`config.mk`:
```
export PLATFORM = sky130hd
export DESIGN_NAME = router_ctrl_fsm_flat
export DESIGN_NICKNAME = d
export VERILOG_FILES = /design/src/rtl/router_ctrl_fsm_if.sv /design/src/rtl/router_ctrl_fsm.sv /design/src/flat_wrapper.sv
export SDC_FILE = /design/constraint.sdc
export NUM_CORES = 1
export LEC_CHECK = 0
export BUFFER_PORTS_ARGS = -buffer_cell sky130_fd_sc_hd__buf_2
export CAP_MARGIN = 40
export CORE_MARGIN = 5
export CORE_UTILIZATION = 25
export CTS_BUF_LIST = sky130_fd_sc_hd__clkbuf_2 sky130_fd_sc_hd__clkbuf_4 sky130_fd_sc_hd__clkbuf_8
export DETAILED_ROUTE_END_ITERATION = 12
export GPL_TIMING_DRIVEN = 1
export HOLD_SLACK_MARGIN = 0.02
export SKIP_LAST_GASP = 1
export SYNTH_ARGS = -nofsm -noshare
export SYNTH_HDL_FRONTEND = slang
export SYNTH_SLANG_ARGS = --single-unit
export TNS_END_PERCENT = 10
```
`constraint.sdc`:
```
create_clock -name clock -period 4.6 [get_ports clock]
set_input_delay 0.46 -clock clock [delete_from_list [all_inputs] [get_ports clock]]
set_output_delay 0.46 -clock clock [all_outputs]
set_load 0.005 [all_outputs]
```
`src/rtl/router_ctrl_fsm_if.sv`:
```
// Control-path bundle between the 1xN router packet FSM and its neighbours.
// Latency: none, wires only.
// Backpressure: fifo_full and the per-channel empty flags flow towards the FSM; busy flows back to the source.
//
// Ports (master = FSM side, slave = source / FIFO / register-block side):
//   pkt_valid, data_in, fifo_full, fifo_empty, soft_reset, parity_done, low_pkt_valid : into the FSM
//   write_enb_reg, detect_add, ld_state, laf_state, lfd_state, full_state,
//   rst_int_reg, busy, drop_state, ch_sel, timeout_err, addr_err                     : out of the FSM
interface router_ctrl_fsm_if #(
  parameter int NUM_CH = 3,
  parameter int ADDR_W = 2
);
  logic              pkt_valid;
  logic [ADDR_W-1:0] data_in;
  logic              fifo_full;
  logic [NUM_CH-1:0] fifo_empty;
  logic [NUM_CH-1:0] soft_reset;
  logic              parity_done;
  logic              low_pkt_valid;

  logic              write_enb_reg;
  logic              detect_add;
  logic              ld_state;
  logic              laf_state;
  logic              lfd_state;
  logic              full_state;
  logic              rst_int_reg;
  logic              busy;
  logic              drop_state;
  logic [NUM_CH-1:0] ch_sel;
  logic              timeout_err;
  logic              addr_err;

  modport master (
    input  pkt_valid, data_in, fifo_full, fifo_empty, soft_reset, parity_done, low_pkt_valid,
    output write_enb_reg, detect_add, ld_state, laf_state, lfd_state, full_state,
           rst_int_reg, busy, drop_state, ch_sel, timeout_err, addr_err
  );

  modport slave (
    output pkt_valid, data_in, fifo_full, fifo_empty, soft_reset, parity_done, low_pkt_valid,
    input  write_enb_reg, detect_add, ld_state, laf_state, lfd_state, full_state,
           rst_int_reg, busy, drop_state, ch_sel, timeout_err, addr_err
  );
endinterface

```
`src/rtl/router_ctrl_fsm.sv`:
```
// Packet-control FSM for the 1xN router: decodes header address, sequences header/payload/parity writes.
// Latency: header accepted at cycle N gives lfd_state at N+1 and ld_state at N+2; all decodes are Moore.
// Backpressure: busy stalls the source; fifo_full parks the FSM in FIFO_FULL_STATE until space frees.
//
// Ports:
//   clock   : sole clock, rising edge
//   resetn  : asynchronous active-low reset
//   ctrl_if : router_ctrl_fsm_if.master (handshake inputs, state decodes, ch_sel, error pulses)
module router_ctrl_fsm #(
  parameter int NUM_CH       = 3,
  parameter int ADDR_W       = 2,
  parameter int WAIT_TIMEOUT = 30
) (
  input logic               clock,
  input logic               resetn,
  router_ctrl_fsm_if.master ctrl_if
);

  localparam int  NUM_SLOTS  = 1 << ADDR_W;
  localparam bit  TIMEOUT_EN = (WAIT_TIMEOUT > 0);
  localparam int  TO_LAST    = (WAIT_TIMEOUT > 0) ? WAIT_TIMEOUT - 1 : 0;
  localparam int  CNT_W      = (WAIT_TIMEOUT > 1) ? $clog2(WAIT_TIMEOUT) : 1;

  typedef enum logic [3:0] {
    DECODE_ADDRESS,
    LOAD_FIRST_DATA,
    LOAD_DATA,
    LOAD_PARITY,
    CHECK_PARITY_ERROR,
    FIFO_FULL_STATE,
    LOAD_AFTER_FULL,
    WAIT_TILL_EMPTY,
    DROP_PACKET
  } state_t;

  state_t            state;
  state_t            next_state;
  logic [ADDR_W-1:0] addr;
  logic [CNT_W-1:0]  wait_cnt;
  logic              addr_err_q;
  logic              timeout_err_q;

  // Per-channel flags widened to the full address space so that any address
  // value indexes a defined bit; unused slots read as "not empty, no reset".
  logic [NUM_SLOTS-1:0] empty_slot;
  logic [NUM_SLOTS-1:0] sreset_slot;
  logic                 addr_ok;

  always_comb begin
    empty_slot  = '0;
    sreset_slot = '0;
    for (int i = 0; i < NUM_CH; i++) begin
      empty_slot[i]  = ctrl_if.fifo_empty[i];
      sreset_slot[i] = ctrl_if.soft_reset[i];
    end
  end

  assign addr_ok = (int'(ctrl_if.data_in) < NUM_CH);

  // Next-state logic
  always_comb begin
    next_state = state;
    case (state)
      DECODE_ADDRESS: begin
        if (ctrl_if.pkt_valid) begin
          if (!addr_ok)                          next_state = DROP_PACKET;
          else if (empty_slot[ctrl_if.data_in])  next_state = LOAD_FIRST_DATA;
          else                                   next_state = WAIT_TILL_EMPTY;
        end
      end
      LOAD_FIRST_DATA: next_state = LOAD_DATA;
      LOAD_DATA: begin
        // Full takes priority over end-of-packet; parity is then reached
        // through LOAD_AFTER_FULL once low_pkt_valid is seen.
        if (ctrl_if.fifo_full)       next_state = FIFO_FULL_STATE;
        else if (!ctrl_if.pkt_valid) next_state = LOAD_PARITY;
      end
      LOAD_PARITY: next_state = CHECK_PARITY_ERROR;
      CHECK_PARITY_ERROR: begin
        next_state = ctrl_if.fifo_full ? FIFO_FULL_STATE : DECODE_ADDRESS;
      end
      FIFO_FULL_STATE: begin
        if (!ctrl_if.fifo_full) next_state = LOAD_AFTER_FULL;
      end
      LOAD_AFTER_FULL: begin
        if (ctrl_if.parity_done)        next_state = DECODE_ADDRESS;
        else if (ctrl_if.low_pkt_valid) next_state = LOAD_PARITY;
        else                            next_state = LOAD_DATA;
      end
      WAIT_TILL_EMPTY: begin
        // Destination draining wins over a timeout expiring in the same cycle.
        if (empty_slot[addr])
          next_state = LOAD_FIRST_DATA;
        else if (TIMEOUT_EN && (wait_cnt == CNT_W'(TO_LAST)))
          next_state = DROP_PACKET;
      end
      DROP_PACKET: begin
        if (!ctrl_if.pkt_valid) next_state = DECODE_ADDRESS;
      end
      default: next_state = DECODE_ADDRESS;
    endcase

    // A read-timeout soft reset on the active channel aborts the packet from
    // anywhere a channel is actually selected.
    if ((state != DECODE_ADDRESS) && (state != DROP_PACKET) && sreset_slot[addr])
      next_state = DECODE_ADDRESS;
  end

  // State, latched address, wait counter and error pulses
  always_ff @(posedge clock or negedge resetn) begin
    if (!resetn) begin
      state         <= DECODE_ADDRESS;
      addr          <= '0;
      wait_cnt      <= '0;
      addr_err_q    <= 1'b0;
      timeout_err_q <= 1'b0;
    end else begin
      state <= next_state;
      if ((state == DECODE_ADDRESS) && ctrl_if.pkt_valid)
        addr <= ctrl_if.data_in;
      // Counts only while remaining in WAIT_TILL_EMPTY, so it is zero on entry.
      if (TIMEOUT_EN && (state == WAIT_TILL_EMPTY) && (next_state == WAIT_TILL_EMPTY))
        wait_cnt <= wait_cnt + CNT_W'(1);
      else
        wait_cnt <= '0;
      addr_err_q    <= (state == DECODE_ADDRESS)  && (next_state == DROP_PACKET);
      timeout_err_q <= (state == WAIT_TILL_EMPTY) && (next_state == DROP_PACKET);
    end
  end

  // Moore decodes
  always_comb begin
    ctrl_if.detect_add    = (state == DECODE_ADDRESS);
    ctrl_if.lfd_state     = (state == LOAD_FIRST_DATA);
    ctrl_if.ld_state      = (state == LOAD_DATA);
    ctrl_if.laf_state     = (state == LOAD_AFTER_FULL);
    ctrl_if.full_state    = (state == FIFO_FULL_STATE);
    ctrl_if.rst_int_reg   = (state == CHECK_PARITY_ERROR);
    ctrl_if.drop_state    = (state == DROP_PACKET);
    ctrl_if.write_enb_reg = (state == LOAD_DATA) || (state == LOAD_PARITY) ||
                            (state == LOAD_AFTER_FULL);
    ctrl_if.busy          = !((state == DECODE_ADDRESS) || (state == LOAD_DATA) ||
                              (state == DROP_PACKET));
    ctrl_if.ch_sel        = '0;
    for (int i = 0; i < NUM_CH; i++) begin
      ctrl_if.ch_sel[i] = (state != DECODE_ADDRESS) && (state != DROP_PACKET) &&
                          (int'(addr) == i);
    end
    ctrl_if.addr_err      = addr_err_q;
    ctrl_if.timeout_err   = timeout_err_q;
  end

endmodule

```
`src/flat_wrapper.sv`:
```
// flat-port wrapper written by rule: the top's interface ports become plain ports
module router_ctrl_fsm_flat 
#(
  parameter int NUM_CH       = 3,
  parameter int ADDR_W       = 2,
  parameter int WAIT_TIMEOUT = 30
)
  (clock, resetn, ctrl_if_pkt_valid, ctrl_if_data_in, ctrl_if_fifo_full, ctrl_if_fifo_empty, ctrl_if_soft_reset, ctrl_if_parity_done, ctrl_if_low_pkt_valid, ctrl_if_write_enb_reg, ctrl_if_detect_add, ctrl_if_ld_state, ctrl_if_laf_state, ctrl_if_lfd_state, ctrl_if_full_state, ctrl_if_rst_int_reg, ctrl_if_busy, ctrl_if_drop_state, ctrl_if_ch_sel, ctrl_if_timeout_err, ctrl_if_addr_err);
  router_ctrl_fsm_if #(.NUM_CH(NUM_CH), .ADDR_W(ADDR_W)) ctrl_if_i ();
  input logic clock;
  input logic resetn;
  input wire logic [$bits(ctrl_if_i.pkt_valid)-1:0] ctrl_if_pkt_valid;
  input wire logic [$bits(ctrl_if_i.data_in)-1:0] ctrl_if_data_in;
  input wire logic [$bits(ctrl_if_i.fifo_full)-1:0] ctrl_if_fifo_full;
  input wire logic [$bits(ctrl_if_i.fifo_empty)-1:0] ctrl_if_fifo_empty;
  input wire logic [$bits(ctrl_if_i.soft_reset)-1:0] ctrl_if_soft_reset;
  input wire logic [$bits(ctrl_if_i.parity_done)-1:0] ctrl_if_parity_done;
  input wire logic [$bits(ctrl_if_i.low_pkt_valid)-1:0] ctrl_if_low_pkt_valid;
  output wire logic [$bits(ctrl_if_i.write_enb_reg)-1:0] ctrl_if_write_enb_reg;
  output wire logic [$bits(ctrl_if_i.detect_add)-1:0] ctrl_if_detect_add;
  output wire logic [$bits(ctrl_if_i.ld_state)-1:0] ctrl_if_ld_state;
  output wire logic [$bits(ctrl_if_i.laf_state)-1:0] ctrl_if_laf_state;
  output wire logic [$bits(ctrl_if_i.lfd_state)-1:0] ctrl_if_lfd_state;
  output wire logic [$bits(ctrl_if_i.full_state)-1:0] ctrl_if_full_state;
  output wire logic [$bits(ctrl_if_i.rst_int_reg)-1:0] ctrl_if_rst_int_reg;
  output wire logic [$bits(ctrl_if_i.busy)-1:0] ctrl_if_busy;
  output wire logic [$bits(ctrl_if_i.drop_state)-1:0] ctrl_if_drop_state;
  output wire logic [$bits(ctrl_if_i.ch_sel)-1:0] ctrl_if_ch_sel;
  output wire logic [$bits(ctrl_if_i.timeout_err)-1:0] ctrl_if_timeout_err;
  output wire logic [$bits(ctrl_if_i.addr_err)-1:0] ctrl_if_addr_err;
  assign ctrl_if_i.pkt_valid = ctrl_if_pkt_valid;
  assign ctrl_if_i.data_in = ctrl_if_data_in;
  assign ctrl_if_i.fifo_full = ctrl_if_fifo_full;
  assign ctrl_if_i.fifo_empty = ctrl_if_fifo_empty;
  assign ctrl_if_i.soft_reset = ctrl_if_soft_reset;
  assign ctrl_if_i.parity_done = ctrl_if_parity_done;
  assign ctrl_if_i.low_pkt_valid = ctrl_if_low_pkt_valid;
  assign ctrl_if_write_enb_reg = ctrl_if_i.write_enb_reg;
  assign ctrl_if_detect_add = ctrl_if_i.detect_add;
  assign ctrl_if_ld_state = ctrl_if_i.ld_state;
  assign ctrl_if_laf_state = ctrl_if_i.laf_state;
  assign ctrl_if_lfd_state = ctrl_if_i.lfd_state;
  assign ctrl_if_full_state = ctrl_if_i.full_state;
  assign ctrl_if_rst_int_reg = ctrl_if_i.rst_int_reg;
  assign ctrl_if_busy = ctrl_if_i.busy;
  assign ctrl_if_drop_state = ctrl_if_i.drop_state;
  assign ctrl_if_ch_sel = ctrl_if_i.ch_sel;
  assign ctrl_if_timeout_err = ctrl_if_i.timeout_err;
  assign ctrl_if_addr_err = ctrl_if_i.addr_err;
  router_ctrl_fsm #(.NUM_CH(NUM_CH), .ADDR_W(ADDR_W), .WAIT_TIMEOUT(WAIT_TIMEOUT)) u_core (.clock(clock), .resetn(resetn), .ctrl_if(ctrl_if_i));
endmodule
```
==> flow_summary.yaml <==
yosys:
  syn-cell-area_um2: 895
  async_flop_share_pct: 100
  synthFlopType: "dfrtp_1"
  ys_ff_latch: 13
  synth_top_area_share_pct: 36.4
  synth_warnings: 0
  avgSynthCellArea_um2: 9.62
  yosysMostFrequentCell: "dfrtp_1"
  synthTopCellsByCount: "dfrtp_1, a211oi_1, nor2_1"
  ys_seq_area_share_pct: 36.4
  ys_types: 37
  yosysTopAreaCell: "dfrtp_1"
  synth_edf_count: 0
  syn_inst: 93
  synth.area.top_cells: "dfrtp_1, a211oi_1, mux2i_1"
  synth_nets: 109
placed_design:
  numPortBuffers: 27
  place.gp.congestion: 0.768
  placed_area_mm2: 0.00105
  dp_hpwl_mm: 1.69
  dp_slack_ns: 2.71
cts:
  postCtsSetupBuffers: 0
  clockRootBuffer: "clkbuf_4"
  htree_levels: 1
  cts.repair.resized: 0
  hold_buffers: 0
  cts_tree: "done"
  clk_latency_ns: 0.27
  cts_buffers: 3
  cts.path.max_buffers: 2
  clk_pin_slew_ns: 0.08
  cts.sinks: 13
floorplanning:
  die_area_mm2: 0.00487
  start_util_pct: 26.4
  rows: 21
  core_area_mm2: 0.00339
  num_io_pins: 28
  die_x_um: 69.8
  die_h_um: 69.8
detailed_routing:
  totalWireLength_mm: 2.12
  ant_nets: 0
  drtPass1Iterations: 4
  drc: 0
  vias: 816
  via_per_inst: 4.95
  wl_per_cell_um: 12.8
  drt_iter0_markers: 24
sta:
  hold_viol_final: 0
  setup_tns_ns: 0
  setup_ws_ns: 2.54
  tightest_slew_ns: 0.453
  skew_ns: 0.00330
  post-route-min-period_ns: 2.06
  fmax_mhz: 486
  finalCritPeriodShare_pct: 44.8
  slew-limit-headroom_pct: 69.6
  setup_violations: 0
  rsz0062_at_grt: "false"
  final-max-slew-violation-count: 0
setup_path:
  crit_arrival_ns: 1.60
  r2r_end: "u_core.wait_cnt[0]"
  reg2reg_depth: 4
  timing.rr.start: "u_core.state[0]"
  worstPathRequired_ns: 4.14
  rrSetupSlack_ns: 2.69
  worstPathMaxFanout: 12
  worstSetupPathType: "flip-flop to output port"
  cp-end-kind: "output port"
  cp-start-kind: "flip-flop"
grt:
  grt_pass1_vias: 783
  grt_overflow: 0
  grt_usage_pct: 8.98
  antenna_found_initial: 0
  grt_start_max_net_pins: 15
  grt_pass1_wl_mm: 3.64
finish:
  syn2layout_area_growth_pct: 20.8
  num-nets-final: 136
  drive_gt1_share_pct: 31.9
  diodes: 0
  fill_cells: 369
  fin_area_mm2: 0.00108
job:
  maxCapViolCount: 0
power:
  p_leak_nw: 0.499
  power_density_mw_per_mm2: 465
  vdd_drop_max_mv: 0.146
outcome:
  outcome: "finished clean"
min_path:
  hp-class: "input port to asynchronous set/reset pin"
==> critical path: stages (launching register included) <==
cell	delay (ns)
dfrtp_1	0.54
nor3_2	0.48
and2_1	0.19
buf_2	0.11
==> report_power, final <==
group	internal (mW)	leakage, nW	switching (mW)
Sequential	0.135	0.174	0.0597
Combinational	0.116	0.306	0.117
Clock	0.0395	0.0184	0.0355
Total	0.291	0.499	0.212
==> registers in the layout, indices dropped and copies added (netlist names) <==
signal	flops
u_core.wait_cnt	5
u_core.ctrl_if.addr_err	1
u_core.state	4
u_core.addr	2
u_core.ctrl_if.timeout_err	1
==> area by class of cell <==
type / instances / area (um2) / area share [%]
well taps: 46 / 57.6 / 5.32
flip-flops and latches: 13 / 325 / 30.1
multi-input cells: 71 / 518 / 47.9
repair buffers: 27 / 135 / 12.5
inverters: 4 / 15.0 / 1.39
clock buffers: 4 / 30.0 / 2.78
==> metal layers <==
metal | share of wire, % | GRT usage, % | up-vias
met5 | 0 | 0 | -
met4 | 0 | 1.91 | 0
met3 | 7.4 | 3.62 | 0
met2 | 49 | 14.9 | 24
met1 | 44 | 10.9 | 392
li1 | - | - | 400
==> stage by stage <==
stage	hold slack (ns)	instances	utilization [%]	power [mW]
floorplan	0.164	93	-	0.365
finish	0.0639	165	31.9	0.503
global route	0.0682	165	31.9	0.550
detailed placement	0.375	161	31.0	0.432
global placement	0.364	161	31.0	0.428
CTS	0.0643	165	31.9	0.509
==> worst max path at each step <==
| stage | start | end | slack [ns] | cells after the start |
|---|---|---|---|---|
| CTS | u_core.state[0] | ctrl_if_drop_state | 2.54 | 3 |
| global placement | u_core.state[0] | u_core.wait_cnt[1] | 2.80 | 4 |
| detailed placement | u_core.state[0] | u_core.wait_cnt[2] | 2.71 | 4 |
| floorplan | u_core.wait_cnt[0] | u_core.wait_cnt[0] | 3.02 | 5 |
| finish | u_core.state[0] | ctrl_if_drop_state | 2.54 | 3 |
| global route | u_core.state[0] | ctrl_if_drop_state | 2.46 | 3 |
==> cell usage in the layout, fill, tap and decap left out, types with 2 or more instances in the layout <==
cell	synthesis	final
buf_2	2	27
dfrtp_1	13	13
a211oi_1	7	7
nor2_1	6	6
nand2b_1	5	5
nand2_1	5	5
a21oi_1	5	5
inv_1	4	4
nor3_1	4	4
nand3_1	4	4
mux2i_1	4	4
clkbuf_4	0	4
nor2b_1	3	3
o21bai_1	2	2
xor2_1	2	2
nor3b_1	2	2
mux2_2	2	2
ha_1	2	2
==> logic make-up after synthesis <==
| family | share of synthesized area [%] |
|---|---|
| and+or+nand+nor | 25.3 |
| AOI/OAI and AO/OA | 19.9 |
| DFF | 36.4 |
| buffers and inverters | 5.73 |
| muxes | 6.99 |
| xor gates and xnor gates | 2.94 |
| adders and majority gates | 2.80 |
Note: power is estimated with default switching activity, not from simulation.
